===== src/rtl/down_sample_sched_ctrl.sv =====
// down_sample_sched_ctrl: sweeps an NDIM-deep loop nest in odometer order. It
// issues one op_en strobe every II cycles after an optional start delay, then
// pulses done for one cycle.
// Optional feature macro: SCHED_CTRL_STALL_EN adds a stall input that freezes
// the delay, II and ctrl-var counters and masks op_en.
//
// Handshake: start is a one-cycle request, and it is honoured only in IDLE
// with flush low. op_en is a strobe with no ready: each high cycle is exactly
// one op, and ctrl_vars are valid in that cycle. done is a one-cycle pulse
// that follows the final op. flush wins over everything.
module down_sample_sched_ctrl #(
  parameter int NDIM = 4,
  parameter int CW   = 16
) (
  input  logic                      clk,
  input  logic                      rst_n,
  input  logic                      flush,
  input  logic                      start,
  input  logic [NDIM-1:0][CW-1:0]   cfg_extent,
  input  logic [CW-1:0]             cfg_delay,
  input  logic [CW-1:0]             cfg_ii,
`ifdef SCHED_CTRL_STALL_EN
  input  logic                      stall,
`endif
  output logic                      op_en,
  output logic [NDIM-1:0][CW-1:0]   ctrl_vars,
  output logic                      busy,
  output logic                      done,
  output logic [1:0]                state_dbg
);

  typedef enum logic [1:0] {
    IDLE  = 2'd0,
    DELAY = 2'd1,
    RUN   = 2'd2,
    FIN   = 2'd3
  } state_t;

  state_t                    state;
  state_t                    state_next;

  // Configuration captured on start acceptance
  logic [NDIM-1:0][CW-1:0]   ext_r;
  logic [CW-1:0]             dly_r;
  logic [CW-1:0]             ii_r;

  // Working counters
  logic [CW-1:0]             dly_cnt;
  logic [CW-1:0]             ii_cnt;
  logic [NDIM-1:0][CW-1:0]   vars_r;

  // Derived values
  logic [NDIM-1:0][CW-1:0]   ext_eff;
  logic [NDIM-1:0]           wrap;
  logic [NDIM-1:0][CW-1:0]   vars_next;
  logic [CW-1:0]             ii_eff;
  logic                      stall_i;
  logic                      accept;
  logic                      op_fire;
  logic                      last_op;
  logic                      dly_done;
  logic                      ii_done;

`ifdef SCHED_CTRL_STALL_EN
  assign stall_i = stall;
`else
  assign stall_i = 1'b0;
`endif

  // Zero extents and zero II behave as one; a var wraps at its effective extent
  always_comb begin
    for (int i = 0; i < NDIM; i++) begin
      ext_eff[i] = (ext_r[i] == '0) ? CW'(1) : ext_r[i];
      wrap[i]    = (vars_r[i] == (ext_eff[i] - CW'(1)));
    end
  end

  assign ii_eff   = (ii_r == '0) ? CW'(1) : ii_r;
  assign accept   = (state == IDLE) && start && !flush;
  assign op_fire  = (state == RUN) && (ii_cnt == '0) && !stall_i;
  assign last_op  = op_fire && (&wrap);
  assign dly_done = (dly_cnt == (dly_r - CW'(1)));
  assign ii_done  = (ii_cnt == (ii_eff - CW'(1)));

  // Odometer increment: innermost var counts, a wrapped var carries outward
  always_comb begin
    logic carry;
    carry     = 1'b1;
    vars_next = vars_r;
    for (int i = NDIM - 1; i >= 0; i--) begin
      if (carry) begin
        if (wrap[i]) begin
          vars_next[i] = '0;
        end else begin
          vars_next[i] = vars_r[i] + CW'(1);
          carry        = 1'b0;
        end
      end
    end
  end

  // Next-state selection; flush overrides every transition
  always_comb begin
    state_next = state;
    case (state)
      IDLE: begin
        if (start) state_next = (cfg_delay != '0) ? DELAY : RUN;
      end
      DELAY: begin
        if (!stall_i && dly_done) state_next = RUN;
      end
      RUN: begin
        if (last_op) state_next = FIN;
      end
      FIN: begin
        state_next = IDLE;
      end
      default: state_next = IDLE;
    endcase
    if (flush) state_next = IDLE;
  end

  // State register
  always_ff @(posedge clk or negedge rst_n) begin
    if (!rst_n) state <= IDLE;
    else        state <= state_next;
  end

  // Capture the sweep configuration only when a start is accepted
  always_ff @(posedge clk or negedge rst_n) begin
    if (!rst_n) begin
      ext_r <= '0;
      dly_r <= '0;
      ii_r  <= '0;
    end else if (accept) begin
      ext_r <= cfg_extent;
      dly_r <= cfg_delay;
      ii_r  <= cfg_ii;
    end
  end

  // Delay, II and ctrl-var counters; a stall freezes them all
  always_ff @(posedge clk or negedge rst_n) begin
    if (!rst_n) begin
      dly_cnt <= '0;
      ii_cnt  <= '0;
      vars_r  <= '0;
    end else if (flush) begin
      dly_cnt <= '0;
      ii_cnt  <= '0;
      vars_r  <= '0;
    end else begin
      case (state)
        IDLE: begin
          if (start) begin
            dly_cnt <= '0;
            ii_cnt  <= '0;
          end
        end
        DELAY: begin
          if (!stall_i) dly_cnt <= dly_done ? '0 : dly_cnt + CW'(1);
        end
        RUN: begin
          if (!stall_i) ii_cnt <= ii_done ? '0 : ii_cnt + CW'(1);
          // The final op wraps every var, so the next sweep begins at zero
          if (op_fire) vars_r <= vars_next;
        end
        FIN: begin
          ii_cnt <= '0;
        end
        default: begin
          dly_cnt <= '0;
          ii_cnt  <= '0;
        end
      endcase
    end
  end

  assign op_en     = op_fire;
  assign ctrl_vars = vars_r;
  assign busy      = (state == DELAY) || (state == RUN);
  assign done      = (state == FIN);
  assign state_dbg = state;

endmodule


===== config.mk =====
export PLATFORM = sky130hd
export DESIGN_NAME = down_sample_sched_ctrl
export DESIGN_NICKNAME = d
export VERILOG_FILES = /design/src/rtl/down_sample_sched_ctrl.sv
export SDC_FILE = /design/constraint.sdc
export NUM_CORES = 1
export LEC_CHECK = 0
export ABC_AREA = 1
export CORE_ASPECT_RATIO = 1.5
export CORE_UTILIZATION = 51
export DETAILED_ROUTE_END_ITERATION = 8
export MAX_ROUTING_LAYER = met4
export PLACE_DENSITY = 0.88
export SLEW_MARGIN = 20
export SYNTH_ARGS = -nofsm -noshare
export SYNTH_HDL_FRONTEND = slang
export SYNTH_SLANG_ARGS = --single-unit

===== constraint.sdc =====
create_clock -name clk -period 2.9 [get_ports clk]
set_input_delay 0.435 -clock clk [delete_from_list [all_inputs] [get_ports clk]]
set_output_delay 0.435 -clock clk [all_outputs]
set_load 0.05 [all_outputs]

==> flow_metrics.py <==
metrics = {
    "hold_path": {
        "hp-class": "reg -> reg",
    },
    "global_route": {
        "grt_pass1_vias": 13400,
        "grt_util_all_layers": 0.307,
        "grt.met3_usage": 0.0447,
        "gr-usage-met1": 0.325,
        "overflow": 0,
        "grt_use_met2": 0.560,
        "grt_busiest_layer": "met2",
        "grt_pass1_wl_um": 63200,
        "grt_max_degree": 91,
        "antenna_found_initial": 1,
    },
    "synth": {
        "post-synth-top-area-fraction": 0.364,
        "syn_area_mm2": 0.0133,
        "synth_edf_count": 0,
        "syn_avg_cell_area_um2": 7.22,
        "ys_async_sr_fraction": 1.00,
        "synth_area_leader_cell": "dfrtp_1",
        "synth_fp_nets": 1966,
        "ys_seq_elements": 194,
        "synthDistinctLibCells": 44,
        "synth_area_leaders": "dfrtp_1, nand2_1, xor2_1",
        "postSynthCellCount": 1848,
        "yosysSeqAreaShare": 0.364,
        "synthTopCellsByCount": "nand2_1, nor2_1, inv_1",
        "yosysWarnings": 0,
        "synthFlopType": "dfrtp_1",
        "synthMostInstantiatedCell": "nand2_1",
    },
    "timing": {
        "setup-tns-final_ns": -0.593,
        "slew_headroom": 0.540,
        "final_max_slew_viol_count": 0,
        "setup_violations": 19,
        "timing.final.crit_share": 1.03,
        "tightest_slew_ns": 0.690,
        "skew_ns": 0.0137,
        "fin_crit_ns": 3.00,
        "fin_ws_ns": -0.0984,
        "rsz0062_at_grt": "yes",
        "max_freq_mhz": 334,
        "hold_viol": 0,
    },
    "power_and_ir_drop": {
        "peakVddDrop_mv": 0.604,
        "power.density_mw_per_mm2": 741,
        "p_leak_nw": 8.21,
    },
    "worst_setup_path": {
        "cp-end-kind": "flop",
        "path_cells": "nor2_2, nand2_2, nor2_1, nand2_1, nand2_2, inv_2, ha_4, nand2_8, inv_2, nand2_4, nand2_2, nand3_2, nand3_1, nor2_1, nand3_1, nor2_4, nand3_4, buf_4, a21oi_1, xor2_1, nor2_1",
        "critPathTopFamily": "simple AND/OR/NAND/NOR gates",
        "cpPeakStageDelay_ns": 0.41,
        "worstPathRequired_ns": 3.23,
        "worst-path-buf-inv": 3,
        "crit_type": "reg -> reg",
        "path_max_fanout": 7,
        "cp.arrival_ns": 3.33,
        "slowest_stage": "dfrtp_1",
        "start_kind": "flop",
    },
    "layout": {
        "fin_util": 0.697,
        "nets": 2283,
        "drive_gt1_frac": 0.188,
        "area_growth_pct": 34.6,
    },
    "drt": {
        "drtPass1Iterations": 5,
        "drc": 0,
        "wl_per_cell_um": 16.5,
        "drt_wl_total_um": 41500,
        "ant_nets": 0,
        "vias_per_cell": 5.50,
        "routed-via-count": 13800,
        "drt_iter0_drc": 1008,
    },
    "clock_tree": {
        "cts.sinks": 194,
        "clockRootBuffer": "clkbuf_16",
        "clk_latency_ns": 0.45,
        "clk_pin_slew_ns": 0.07,
        "h-tree-depth": 4,
        "cts_buffer_depth": 2,
        "cts_tree": "built",
        "cts_buffers": 17,
    },
    "place": {
        "io_buffers": 168,
        "routabilityCongestion": 0.984,
        "dp_hpwl_um": 30400,
    },
    "outcome": {
        "status": "finished with violations",
        "failed_checks": "setup timing",
    },
    "floorplanning": {
        "initial_core_util": 0.518,
        "die_h_um": 200,
        "rows": 72,
        "die_width_um": 134,
        "pin_count": 169,
        "die_area_mm2": 0.0268,
        "core-area_mm2": 0.0258,
    },
    "flow_run": {
        "maxCapViolCount": 0,
    },
}
[routing by layer]
metal  vias up  part of all wire
li1       6582                 -
met1      6549              0.38
met2       518              0.53
met3       150             0.050
met4         0             0.046
met5         -                 0
[worst paths after layout]
check,from,to,slack (ns),depth (start not counted)
max,ext_r[52],ctrl_vars[40],-0.1,21
min reg2reg,ii_cnt[14],ii_cnt[14],0.49,2
max reg2reg,ext_r[52],ctrl_vars[40],-0.1,21
max in group asynchronous,rst_n,ext_r[41],1.64,3
min,ii_cnt[14],ii_cnt[14],0.49,2
min in group asynchronous,rst_n,ctrl_vars[1],0.55,2
[timing repair]
action                                 4_1_cts  5_1_grt
setup buffers                                8       21
endpoints found under the hold margin       27        0
gates resized for setup                     32      146
hold buffers                                 1        0
setup endpoints to repair                   63       83
cloned                                       0        4
pin swaps                                   17       79
[tightest hold or removal path: stages, from the launching register on]
cell and delay, ns:
dfrtp_1 0.34, nand2_1 0.05, nand2_1 0.06
[per-stage QoR]
stage	hold WS [ns]	instances	area [µm²]	setup WS [ns]	power, W
6_report	0.485	2511	17900	-0.0984	0.0133
5_1_grt	0.525	2511	17900	-0.244	0.0141
4_1_cts	0.490	2487	17200	-0.00257	0.0127
3_5_place_dp	0.465	2447	16400	-0.160	0.0101
3_3_place_gp	0.461	2447	16400	-0.124	0.00992
2_1_floorplan	0.139	1848	13300	0.105	0.00770
[state kept, by name (all words and copies together) (netlist names)]
signal and count:
ctrl_vars 64, ii_r 16, ext_r 64, ii_cnt 16, dly_r 16, dly_cnt 16
state_dbg 2
[kinds of logic (layout without fill, tap and decap cells)]
group | after synthesis | after routing | synth area share
adder cells (fa/ha/maj) | 18 | 18 | 0.0169
multiplexers | 36 | 36 | 0.0304
flip-flops | 194 | 194 | 0.364
other | 0 | 1 | 0
AND/OR/NAND/NOR | 1002 | 1002 | 0.331
buffers and inverters | 266 | 595 | 0.0786
AO/OA/AOI/OAI | 154 | 154 | 0.0624
XOR/XNOR | 178 | 178 | 0.117
[report_power, final]
group          leakage (nW)  switching [W]  internal, W
clock network         0.279        0.00111      0.00132
logic                  5.49        0.00379      0.00306
registers              2.44       0.000598      0.00342
[final cells by class]
type                    instances  area [µm²]
diodes                          1        2.50
repair buffers                344        3170
fillers                      1946        7820
multi-input cells            1388        8080
clock inverters                11         128
inverters                     220         837
flip-flops and latches        194        4860
well taps                     333         417
clock buffers                  20         457
[cell usage in the layout (no fill, tap or decap), types with 13 or more instances in the layout]
cell / count
nor2_1: 249
nor2_4: 14
xor2_1: 132
a21oi_1: 76
ha_1: 13
dfrtp_1: 193
o21ai_0: 33
nand3b_1: 15
nand3_2: 26
nand3_1: 121
buf_4: 158
clkdlybuf4s50_1: 166
xnor2_1: 39
clkbuf_16: 20
o21ai_1: 19
mux2_2: 35
inv_1: 209
nand2_1: 360
nand4_1: 59
nor3_1: 40
nand2_2: 28
nor2_2: 32
(Power assumes the default switching activity.)
